`src/rtl/axi_rd_burst_master.sv`:
```
// AXI4 read master: splits a {address, bytes} request into INCR bursts that never cross
// a 4KB page, streams the R data downstream and reports one accumulated response per request.
module axi_rd_burst_master #(
    parameter int DATA_W    = 64,
    parameter int MAX_BURST = 16
) (
    input  logic              clk,
    input  logic              rst,
    input  logic              ctrl_valid,
    output logic              ctrl_ready,
    input  logic [47:0]       ctrl,
    output logic              status_valid,
    output logic [1:0]        status,
    output logic [31:0]       m_araddr,
    output logic [7:0]        m_arlen,
    output logic [2:0]        m_arsize,
    output logic [1:0]        m_arburst,
    output logic [3:0]        m_arcache,
    output logic [2:0]        m_arprot,
    output logic              m_arvalid,
    input  logic              m_arready,
    input  logic [DATA_W-1:0] m_rdata,
    input  logic [1:0]        m_rresp,
    input  logic              m_rlast,
    input  logic              m_rvalid,
    output logic              m_rready,
    output logic [DATA_W-1:0] out_data,
    output logic              out_last,
    output logic              out_valid,
    input  logic              out_ready
);

    localparam int BYTES = DATA_W / 8;
    localparam int SIZE  = $clog2(BYTES);

    localparam logic [1:0] RESP_OKAY   = 2'b00;
    localparam logic [1:0] RESP_EXOKAY = 2'b01;
    localparam logic [1:0] RESP_SLVERR = 2'b10;

    typedef enum logic [1:0] {
        IDLE,
        AR,
        R,
        DONE
    } state_t;

    state_t      state;
    state_t      state_next;

    logic [31:0] addr;
    logic [16:0] remaining;
    logic [8:0]  burst_len;
    logic [8:0]  burst_cnt;
    logic [1:0]  resp_acc;

    logic [31:0] req_addr;
    logic [15:0] req_bytes;
    logic [16:0] req_beats;
    logic        accept;
    logic [12:0] bytes_to_4k;
    logic [12:0] beats_to_4k;
    logic [16:0] blen;
    logic [8:0]  burst_beats;
    logic [8:0]  burst_beats_m1;
    logic        beat;
    logic        last_beat;
    logic [1:0]  norm_resp;
    logic [1:0]  beat_resp;
    logic [1:0]  merged_resp;
    logic        err_now;

    assign req_addr  = ctrl[47:16];
    assign req_bytes = ctrl[15:0];
    assign req_beats = ({1'b0, req_bytes} + 17'(BYTES - 1)) >> SIZE;
    assign accept    = ctrl_valid && ctrl_ready;

    // Burst length is the smallest of what is left, the burst cap and the room in this 4KB page.
    assign bytes_to_4k = 13'h1000 - {1'b0, addr[11:0]};
    assign beats_to_4k = bytes_to_4k >> SIZE;

    always_comb begin
        blen = remaining;
        if (blen > 17'(MAX_BURST)) begin
            blen = 17'(MAX_BURST);
        end
        if (blen > {4'b0000, beats_to_4k}) begin
            blen = {4'b0000, beats_to_4k};
        end
    end

    assign burst_beats    = blen[8:0];
    assign burst_beats_m1 = burst_beats - 9'd1;

    assign beat      = (state == R) && m_rvalid && out_ready;
    assign last_beat = (burst_cnt == 9'd1);

    // A misplaced rlast is treated as a slave error but never shortens or extends the burst.
    always_comb begin
        norm_resp = (m_rresp == RESP_EXOKAY) ? RESP_OKAY : m_rresp;
        beat_resp = norm_resp;
        if ((m_rlast != last_beat) && (norm_resp == RESP_OKAY)) begin
            beat_resp = RESP_SLVERR;
        end
        merged_resp = (beat_resp > resp_acc) ? beat_resp : resp_acc;
    end

    assign err_now = (merged_resp != RESP_OKAY);

    always_ff @(posedge clk or posedge rst) begin
        if (rst) begin
            state <= IDLE;
        end else begin
            state <= state_next;
        end
    end

    always_comb begin
        state_next   = state;
        ctrl_ready   = 1'b0;
        status_valid = 1'b0;
        m_arvalid    = 1'b0;
        m_rready     = 1'b0;
        out_valid    = 1'b0;
        out_last     = 1'b0;
        m_arlen      = 8'd0;
        case (state)
            IDLE: begin
                ctrl_ready = !rst;
                if (accept) begin
                    state_next = (req_beats == 17'd0) ? DONE : AR;
                end
            end
            AR: begin
                m_arvalid = 1'b1;
                m_arlen   = burst_beats_m1[7:0];
                if (m_arready) begin
                    state_next = R;
                end
            end
            R: begin
                out_valid = m_rvalid;
                m_rready  = out_ready;
                out_last  = last_beat && ((remaining == 17'd1) || err_now);
                if (beat && last_beat) begin
                    state_next = ((remaining == 17'd1) || err_now) ? DONE : AR;
                end
            end
            DONE: begin
                status_valid = 1'b1;
                state_next   = IDLE;
            end
            default: begin
                state_next = IDLE;
            end
        endcase
    end

    always_ff @(posedge clk or posedge rst) begin
        if (rst) begin
            addr      <= 32'd0;
            remaining <= 17'd0;
            burst_len <= 9'd0;
            burst_cnt <= 9'd0;
            resp_acc  <= RESP_OKAY;
        end else begin
            if (accept) begin
                addr      <= req_addr & ~32'(BYTES - 1);
                remaining <= req_beats;
                resp_acc  <= RESP_OKAY;
            end
            if ((state == AR) && m_arready) begin
                burst_len <= burst_beats;
                burst_cnt <= burst_beats;
            end
            if (beat) begin
                burst_cnt <= burst_cnt - 9'd1;
                remaining <= remaining - 17'd1;
                resp_acc  <= merged_resp;
                if (last_beat) begin
                    addr <= addr + ({23'd0, burst_len} << SIZE);
                end
            end
        end
    end

    assign status    = resp_acc;
    assign m_araddr  = addr;
    assign m_arsize  = 3'(SIZE);
    assign m_arburst = 2'b01;
    assign m_arcache = 4'b0011;
    assign m_arprot  = 3'b000;
    assign out_data  = m_rdata;

endmodule

```
`config.mk`:
```
export PLATFORM = sky130hd
export DESIGN_NAME = axi_rd_burst_master
export DESIGN_NICKNAME = d
export VERILOG_FILES = /design/src/rtl/axi_rd_burst_master.sv
export SDC_FILE = /design/constraint.sdc
export NUM_CORES = 1
export LEC_CHECK = 0
export ABC_AREA = 0
export ABC_CLOCK_PERIOD_IN_PS = 4700
export BUFFER_PORTS_ARGS = -buffer_cell sky130_fd_sc_hd__buf_2
export CAP_MARGIN = 20
export CELL_PAD_IN_SITES_DETAIL_PLACEMENT = 0
export CELL_PAD_IN_SITES_GLOBAL_PLACEMENT = 1
export CORE_AREA = 10 10 132 158
export CTS_BUF_LIST = sky130_fd_sc_hd__clkbuf_8
export DETAILED_ROUTE_END_ITERATION = 10
export DIE_AREA = 0 0 142 168
export GPL_TIMING_DRIVEN = 1
export PLACE_DENSITY_LB_ADDON = 0.1
export SYNTH_ARGS = -nofsm -noshare
export SYNTH_HDL_FRONTEND = slang
export SYNTH_SLANG_ARGS = --single-unit
```
`constraint.sdc`:
```
create_clock -name clk -period 4.7 [get_ports clk]
set_input_delay 0 -clock clk [delete_from_list [all_inputs] [get_ports clk]]
set_output_delay 0 -clock clk [all_outputs]
set_load 0.01 [all_outputs]
```
==> results of run 1 <==
-- routing by layer --
| layer | track usage | vias up |
|---|---|---|
| li1 | - | 2525 |
| met1 | 0.180 | 2504 |
| met2 | 0.251 | 143 |
| met3 | 0.0374 | 30 |
| met4 | 0.0574 | 0 |
| met5 | 0 | - |
-- cell type report --
| class | count | area (µm²) | share of cell area |
|---|---|---|---|
| well taps | 224 | 280 | 0.0420 |
| inverters | 29 | 109 | 0.0163 |
| clock buffers | 10 | 138 | 0.0206 |
| flip-flops and latches | 71 | 1780 | 0.266 |
| clock inverters | 5 | 82.6 | 0.0124 |
| repair buffers | 170 | 1110 | 0.166 |
| multi-input cells | 487 | 3190 | 0.477 |
-- worst max-delay path by stage --
stage,slack [ps],to,cells after the start
4_1_cts,0.3,m_arlen[6],17
3_5_place_dp,40,m_arlen[6],17
2_1_floorplan,9,m_arlen[6],19
5_1_grt,-100,m_arlen[6],17
6_report,120,m_arlen[6],17
3_3_place_gp,120,m_arlen[6],17
-- critical path: cells and delay by family, from the launching register on --
family          cells  cell delay, ps
fa+ha+maj           2             250
simple gates        9            2860
mux                 1             210
buf+inv             2             260
compound gates      3             260
flops               1             380
-- repair_timing --
item	CTS	global route
gates resized for setup	8	12
buffers inserted	11	7
hold endpoints to repair	38	0
pin swaps	6	5
setup endpoints to repair	7	5
hold buffers	32	0
-- registers in the layout, indices dropped and copies added, names as in the netlist --
signal,cells
remaining,17
m_araddr,32
status,2
burst_len,9
state,2
burst_cnt,9
-- cells by family (layout without fill, tap and decap cells) --
group,Yosys count,count (layout),share of synthesized area
simple gates,252,252,0.228
compound gates,159,159,0.194
buf+inv,126,214,0.142
flops,71,71,0.319
fa+ha+maj,28,28,0.0643
xor+xnor,23,23,0.0362
mux,8,8,0.0148
other cells,2,17,0.00135
-- power by group through the flow --
stage / clock network, mW / registers [mW] / logic, mW
3_5_place_dp: 0 / 1.19 / 1.98
4_1_cts: 0.587 / 1.18 / 2.11
2_1_floorplan: 0 / 1.16 / 1.38
3_3_place_gp: 0 / 1.18 / 1.96
6_report: 0.568 / 1.19 / 2.18
5_1_grt: 0.616 / 1.23 / 2.44
-- cells in the mapped netlist, drive strengths merged, types with 7 or more instances --
cell type | count | share of area
nand4 | 8 | 0.0090
and3 | 15 | 0.017
inv | 29 | 0.020
nand3 | 12 | 0.011
or4 | 10 | 0.014
and2 | 9 | 0.010
xnor2 | 13 | 0.020
buf | 79 | 0.11
a211oi | 19 | 0.027
xor2 | 10 | 0.016
nor3 | 25 | 0.023
o311ai | 9 | 0.014
o21a | 7 | 0.0094
nor2 | 57 | 0.039
nand2 | 74 | 0.051
dfrtp | 71 | 0.32
clkbuf | 18 | 0.014
ha | 27 | 0.061
o21ai | 25 | 0.022
or3 | 12 | 0.015
a21oi | 35 | 0.031
a31oi | 8 | 0.0090
o211ai | 17 | 0.023
-- stage by stage --
step,area [µm²],worst slack (ps),hold slack [ps]
after floorplan,5650,8.51,58.7
after global placement,5900,116,-50.0
after detailed placement,5900,39.6,-53.5
after CTS,6560,0.286,0.0686
after global routing,6680,-102,0.0150
final,6680,116,0.00389
==> results.ini, run 1 <==
[drt]
vias=5202
drc=0
wl_um=18300
drtPass1Iterations=4
first_iter_violations=227
drt-met1-wl_um=7760
wl_met3_um=974
topRoutingLayerUsed=met4
wire_per_inst_um=18.4
viasPerCell=5.22
wl_met2_um=9230
final_antenna_net_count=0

[clocking]
clkSinkCount=71
htreeDepth=3
cts_tree=done
cts.path.max_buffers=2
clock_latency_ps=370
clk_pin_slew_ps=80
numCtsBuffers=9
clock-root-buffer=clkbuf_8

[floorplanning]
die_y_um=168
start_util=0.312
dieArea_mm2=0.0239
die_w_um=142
rows=54
ios=245
core-area_mm2=0.0178

[worst_setup_path]
rr_worst_depth=15
startpoint=m_araddr[0]$_DFFE_PP0N_
worstSetupPathType=register to primary output
rrSetupSlack_ps=760
critPathCaptureType=primary output
crit_fanout=4
slowest_delay_ps=540
path_common_cell=or3_4
cp_slowest_cell=or4_4
cp.arrival_ps=4580
required_ps=4700
r2r_start=m_araddr[0]$_DFFE_PP0N_
cp-start-kind=register
worstReg2RegEnd=burst_cnt[5]$_DFFE_PP0P_
worstPathCellList=or4_4, or3_4, or3_4, or3_4, nand2_4, ha_4, nand4_1, nor3_2, a2111oi_4, or2_4, mux2i_4, inv_2, ha_4, o211ai_1, or4_1, a21oi_2, buf_2

[placed_design]
dp_hpwl_um=14000
port_buffers=101
dp.cells=931
gp_congestion=0.862

[pwr]
p_sw_mw=1.78
total_power_mw=3.94
p_leak_nw=3.00
combinationalPowerShare=0.554
p_seq_frac=0.302
clock_power_share=0.144
swShare=0.452
p_int_mw=2.16
peakVddDrop_v=0.000220
p_per_area_mw_per_mm2=590

[logic_synthesis]
async_reset_ff_frac=1.00
ys_seq_elements=71
netlist_area_mm2=0.00556
synth-main-ff-cell=dfrtp_1
synth_edf_count=0
yosysWarnings=0
syn-mean-instance-area_um2=8.32
synth_cells=669
synth-seq-area-share=0.319
synth_cell_type_count=63

[timing]
finClkSkew_ps=13.8
min_period_ps=4580
setup_violations=0
drv_slew=0
rsz0062_at_grt=true
finalSetupTns_ps=0
relSlewSlack=0.297
finalCritPeriodShare=0.975
fmax_ghz=0.218
worst_pin_slew_ps=1030
hold_violations=0

[final_layout]
antenna_cells=0
drive_gt1_frac=0.246
fillers=1887
mostFrequentLayoutCells=buf_2, nand2_1, dfrtp_1
syn_to_final_growth_pct=20.1
instances_no_fill=996
final_nets=917
mostFrequentLayoutCell=buf_2
post-route-util=0.374

[hold_path]
min_to=out_data[61]
min_path_cells=0
hold_path.class=input pin to primary output
hp-start=m_rdata[61]

[global_route]
gr-total-overflow=0
grt_use_total=0.150
grt_pass1_vias=5310
grt_max_degree=64
antenna_found_initial=0
grt_first_pass_wirelength_um=28900

[job]
cap_violations=0

[status]
status=finished, final reports clean

Power figures use the tool's default switching activity.
==> inputs of run 2 (changes only) <==
Settings changed: PLACE_DENSITY_LB_ADDON 0.1 to 0.3.
==> results.ini, run 2 (synthesis gave the netlist of run 1 again) <==
[status]
status=finished, final reports clean  ; unchanged

[drt]
wl_um=17600  ; was 18300 µm
first_iter_violations=321  ; was 227
wire_per_inst_um=17.9  ; was 18.4 µm
drc=0  ; unchanged
final_antenna_net_count=0  ; unchanged
vias=5185  ; was 5202
viasPerCell=5.26  ; was 5.22
drtPass1Iterations=5  ; was 4

[final_layout]
largest_register_ffs=32  ; unchanged
antenna_cells=0  ; unchanged
final_nets=908  ; was 917
final_area_mm2=0.00655  ; was 0.00668 mm²
fillers=1884  ; was 1887
syn_to_final_growth_pct=17.7  ; was 20.1%
drive_gt1_frac=0.239  ; was 0.246
mostFrequentLayoutCells=buf_2, nand2_1, dfrtp_1  ; unchanged
instances_no_fill=985  ; was 996
mostFrequentLayoutCell=buf_2  ; unchanged
post-route-util=0.367  ; was 0.374

[clocking]
htreeDepth=3  ; unchanged
cts.path.max_buffers=2  ; unchanged
numCtsBuffers=9  ; unchanged
clk_pin_slew_ps=60  ; was 80 ps
clock-root-buffer=clkbuf_8  ; unchanged
clock_latency_ps=360  ; was 370 ps
clkSinkCount=71  ; unchanged
cts_tree=done  ; unchanged

[worst_setup_path]
worstReg2RegEnd=burst_cnt[5]$_DFFE_PP0P_  ; unchanged
required_ps=4700  ; about the same
r2r_start=m_araddr[3]$_DFF_PP0_  ; was m_araddr[0]$_DFFE_PP0N_
worstSetupPathType=register to primary output  ; unchanged
rrSetupSlack_ps=810  ; was 760 ps
path_common_cell=buf_4  ; was or3_4
slowest_delay_ps=540  ; about the same
critPathCaptureType=primary output  ; unchanged
critPathTopFamily=simple AND/OR/NAND/NOR gates  ; unchanged
path_buf_inv=7  ; was 2
cp.arrival_ps=4510  ; was 4580 ps
crit_fanout=5  ; was 4
cp_slowest_cell=or4_4  ; unchanged
rr_worst_depth=15  ; unchanged
cp-start-kind=register  ; unchanged
worstPathCellList=or4_4, or3_4, or3_4, buf_4, o21ai_2, nand2_4, ha_4, nand4_1, inv_1, a2111oi_4, or2_4, mux2i_4, inv_2, buf_4, buf_4, buf_4, nand4_1, nor3b_1, buf_2  ; was or4_4, or3_4, or3_4, or3_4, nand2_4, ha_4, nand4_1, nor3_2, a2111oi_4, or2_4, mux2i_4, inv_2, ha_4, o211ai_1, or4_1, a21oi_2, buf_2

[placed_design]
post-place-ws_ps=35.5  ; was 39.6 ps
port_buffers=101  ; unchanged
gp_congestion=0.898  ; was 0.862
dp.cells=929  ; was 931
place_area_mm2=0.00588  ; was 0.00590 mm²
dp_hpwl_um=13400  ; was 14000 µm

[global_route]
gr-total-overflow=0  ; unchanged
grt_first_pass_wirelength_um=28600  ; was 28900 µm
antenna_found_initial=0  ; unchanged
grt_pass1_vias=5445  ; was 5310
grt_use_total=0.146  ; was 0.150
grt_max_degree=72  ; was 64

[floorplanning]
die_y_um=168  ; unchanged
die_w_um=142  ; unchanged
dieArea_mm2=0.0239  ; unchanged
start_util=0.312  ; unchanged
core-area_mm2=0.0178  ; unchanged
ios=245  ; unchanged
rows=54  ; unchanged

[timing]
worst_pin_slew_ps=956  ; was 1030 ps
setup_violations=0  ; unchanged
layout_setup_ws_ps=191  ; was 116 ps
hold_violations=0  ; unchanged
min_period_ps=4510  ; was 4580 ps
holdWs_ps=0.00282  ; was 0.00389 ps
finalCritPeriodShare=0.959  ; was 0.975
finClkSkew_ps=13.7  ; was 13.8 ps
finalSetupTns_ps=0  ; unchanged
drv_slew=0  ; unchanged
fmax_ghz=0.222  ; was 0.218 GHz
relSlewSlack=0.361  ; was 0.297

[job]
cap_violations=0  ; unchanged

[pwr]
peakVddDrop_v=0.000172  ; was 0.000220 V
p_per_area_mw_per_mm2=575  ; was 590 mW/mm²
total_power_mw=3.76  ; was 3.94 mW
p_leak_nw=2.94  ; was 3.00 nW

[hold_path]
min_path_cells=0  ; unchanged
hold_path.class=input pin to primary output  ; unchanged
min_to=out_data[5]  ; was out_data[61]
hp-start=m_rdata[5]  ; was m_rdata[61]

==> run 2: changes by cell type in the layout (fill, tap and decap cells not counted), moves of 2 or more <==
cell           before  now
inv_1              25   27
bufinv_16           2    0
dlygate4sd3_1      32   29
clkinvlp_4          3    0
clkinv_2            0    2
buf_4              36   31
==> run 2: how the worst max path moves through the flow <==
stage / from / depth (start not counted) / slack (ps) / to
2_1_floorplan: m_araddr[3]$_DFF_PP0_ / 19 / 9 / m_arlen[6]
3_3_place_gp: m_araddr[0]$_DFFE_PP0N_ / 17 / 150 / m_arlen[6]
3_5_place_dp: m_araddr[0]$_DFFE_PP0N_ / 17 / 40 / m_arlen[6]
4_1_cts: m_araddr[3]$_DFF_PP0_ / 18 / 4 / m_arlen[6]
5_1_grt: m_araddr[0]$_DFFE_PP0N_ / 16 / -4 / m_arlen[7]
6_report: m_araddr[3]$_DFF_PP0_ / 19 / 190 / m_arlen[3]
==> run 2: area by class of cell <==
class                   count  area (µm²)  share of cell area
clock buffers              10         138              0.0210
well taps                 224         280              0.0428
repair buffers            161        1030               0.157
inverters                  29         109              0.0166
clock inverters             3        13.8             0.00210
multi-input cells         487        3200               0.489
flip-flops and latches     71        1780               0.271
==> run 2: power by group <==
group          leakage (nW)  total, mW  internal [mW]  switching, mW
Clock                0.0850      0.420          0.194          0.226
Sequential            0.860       1.18          0.871          0.313
Combinational          1.99       2.16          0.960           1.20
Total                  2.94       3.76           2.02           1.74
==> run 2: per-layer routing <==
metal,up-vias,wire (µm),global-route usage
li1,2504,-,-
met1,2474,7430,0.179
met2,174,8410,0.237
met3,33,1280,0.0386
met4,0,472,0.0614
met5,-,0,0
==> run 2: what timing repair did <==
item	4_1_cts	5_1_grt
resized for setup	6	14
buffers inserted	8	6
endpoints found under the setup margin	6	7
pin swaps	5	2
hold buffers	29	0
endpoints found under the hold margin	63	0
==> run 2: worst reg2reg max path, stage by stage (launching register included) <==
cell	delay, ps
dfrtp_1	380
or4_4	540
or3_4	340
or3_4	340
or3_4	350
nand2_4	80
ha_4	120
nand4_1	140
nor3_2	260
a2111oi_4	60
or2_4	300
buf_4	160
buf_4	140
nor2_1	270
nand2_1	160
o311ai_0	150
==> inputs of run 3 (changes only) <==
--- a/config.mk
+++ b/config.mk
@@ -9,5 +9,5 @@
 export ABC_CLOCK_PERIOD_IN_PS = 4700
 export BUFFER_PORTS_ARGS = -buffer_cell sky130_fd_sc_hd__buf_2
-export CAP_MARGIN = 20
+export CAP_MARGIN = 0
 export CELL_PAD_IN_SITES_DETAIL_PLACEMENT = 0
 export CELL_PAD_IN_SITES_GLOBAL_PLACEMENT = 1
==> constraint.sdc (replaced) <==
create_clock -name clk -period 4.7 [get_ports clk]
set_input_delay 0 -clock clk [delete_from_list [all_inputs] [get_ports clk]]
set_output_delay 0 -clock clk [all_outputs]
set_load 0.1 [all_outputs]
==> results.ini, run 3 (synthesis gave the netlist of run 1 again) <==
[global_route]
grt_max_degree=44  ; was 72
antenna_found_initial=0  ; unchanged
grt_first_pass_wirelength_um=28700  ; was 28600 µm
grt_use_total=0.147  ; was 0.146
gr-total-overflow=0  ; unchanged
grt_pass1_vias=5544  ; was 5445

[placed_design]
post-place-ws_ps=-22.7  ; was 35.5 ps
port_buffers=101  ; unchanged
gp_congestion=0.852  ; was 0.898
dp_hpwl_um=13700  ; was 13400 µm
place_area_mm2=0.00612  ; was 0.00588 mm²
dp.cells=927  ; was 929

[timing]
finalCritPeriodShare=1.00  ; was 0.959
finClkSkew_ps=14.2  ; was 13.7 ps
finalSetupTns_ps=-19.1  ; was 0 ps
layout_setup_ws_ps=-19.1  ; was 191 ps
setup_violations=1  ; was 0
holdWs_ps=0.0279  ; was 0.00282 ps
hold_violations=0  ; unchanged
fmax_ghz=0.212  ; was 0.222 GHz
drv_slew=0  ; unchanged
relSlewSlack=0.417  ; was 0.361
worst_pin_slew_ps=852  ; was 956 ps
rsz0062_at_grt=true
min_period_ps=4720  ; was 4510 ps

[pwr]
peakVddDrop_v=0.000387  ; was 0.000172 V
total_power_mw=5.13  ; was 3.76 mW
p_leak_nw=3.00  ; was 2.94 nW
p_per_area_mw_per_mm2=747  ; was 575 mW/mm²

[floorplanning]
start_util=0.312  ; unchanged
die_w_um=142  ; unchanged
dieArea_mm2=0.0239  ; unchanged
die_y_um=168  ; unchanged
core-area_mm2=0.0178  ; unchanged
ios=245  ; unchanged
rows=54  ; unchanged

[worst_setup_path]
required_ps=4700  ; about the same
cp.arrival_ps=4720  ; was 4510 ps
critPathCaptureType=primary output  ; unchanged
worstSetupPathType=register to primary output  ; unchanged
cp-start-kind=register  ; unchanged
crit_fanout=3  ; was 5

[clocking]
clkSinkCount=71  ; unchanged
clock-root-buffer=clkbuf_8  ; unchanged
cts_tree=done  ; unchanged
htreeDepth=3  ; unchanged
clk_pin_slew_ps=70  ; was 60 ps
clock_latency_ps=350  ; was 360 ps
cts.path.max_buffers=2  ; unchanged
numCtsBuffers=9  ; unchanged

[hold_path]
hold_path.class=input pin to primary output  ; unchanged

[drt]
drt-met1-wl_um=7410  ; was 7430 µm
topRoutingLayerUsed=met4  ; unchanged
wl_met2_um=8980  ; was 8410 µm
wl_um=17700  ; was 17600 µm
final_antenna_net_count=0  ; unchanged
drc=0  ; unchanged
vias=5179  ; was 5185
viasPerCell=5.24  ; was 5.26
wire_per_inst_um=17.9  ; about the same
wl_met3_um=1010  ; was 1280 µm
drtPass1Iterations=4  ; was 5
first_iter_violations=297  ; was 321

[final_layout]
syn_to_final_growth_pct=23.4  ; was 17.7%
antenna_cells=0  ; unchanged
instances_no_fill=988  ; was 985
final_nets=908  ; unchanged
fillers=1871  ; was 1884
regArea_mm2=0.00178  ; about the same
post-route-util=0.385  ; was 0.367
mostFrequentLayoutCell=buf_2  ; unchanged
final_area_mm2=0.00687  ; was 0.00655 mm²
mostFrequentLayoutCells=buf_2, nand2_1, dfrtp_1  ; unchanged
multi_input_area_mm2=0.00332  ; was 0.00320 mm²
largest_register_ffs=32  ; unchanged
drive_gt1_frac=0.258  ; was 0.239

[job]
cap_violations=0  ; unchanged

[status]
status=finished, violations left  ; was finished, final reports clean
violations=setup timing

-- run 3: changes by cell type in the layout (fill, tap and decap cells not counted), sizes merged --
cell,change
bufinv,+3
buf,-2
clkinv,-2
dlygate4sd3,+2
inv,+2
-- run 3: power breakdown --
group	internal [mW]	switching (mW)
Combinational	1.00	2.34
Clock	0.362	0.239
Sequential	0.871	0.316
-- run 3: final timing paths --
kind	startpoint	endpoint	slack, ps	depth (start not counted)
max	m_araddr[0]$_DFFE_PP0N_	m_arlen[6]	-20	17
min	m_rdata[30]	out_data[30]	0.03	0
max reg2reg	m_araddr[0]$_DFFE_PP0N_	burst_cnt[4]$_DFFE_PP0P_	630	14
min reg2reg	burst_len[7]$_DFFE_PP0P_	burst_len[7]$_DFFE_PP0P_	490	2
max in group asynchronous	rst	m_araddr[3]$_DFF_PP0_	3360	4
min in group asynchronous	rst	burst_cnt[1]$_DFFE_PP0P_	280	3
-- run 3: area by class of cell --
type / count / share of cell area
multi-input combinational: 487 / 0.483
tap: 224 / 0.0408
timing repair buffer: 161 / 0.166
sequential: 71 / 0.260
clock inverter: 6 / 0.0148
clock buffer: 10 / 0.0200
inverter: 29 / 0.0159
-- run 3: per-layer routing --
metal	up-vias	global-route usage
met5	-	0
met4	0	0.0485
met3	24	0.0372
met2	140	0.256
met1	2506	0.170
li1	2509	-
-- run 3: repair_timing --
action	4_1_cts	5_1_grt
endpoints found under the setup margin	4	6
pin swaps	11	6
gates resized for setup	2	15
setup buffers	12	2
hold endpoints to repair	58	0
cloned	0	0
hold buffers	31	0
-- run 3: critical path, stage by stage (launching register included) --
cell and delay, ps:
dfrtp_2 400, or4_4 540, or3_4 380, or3_4 350, or3_4 360, nand2_4 80, ha_4 120, nand4_1 150
nor3_2 290, a2111oi_4 50, or2_4 290, mux2i_4 200, inv_2 100, ha_4 130, o211ai_1 110, or4_4 450
a21oi_4 160, buf_12 200
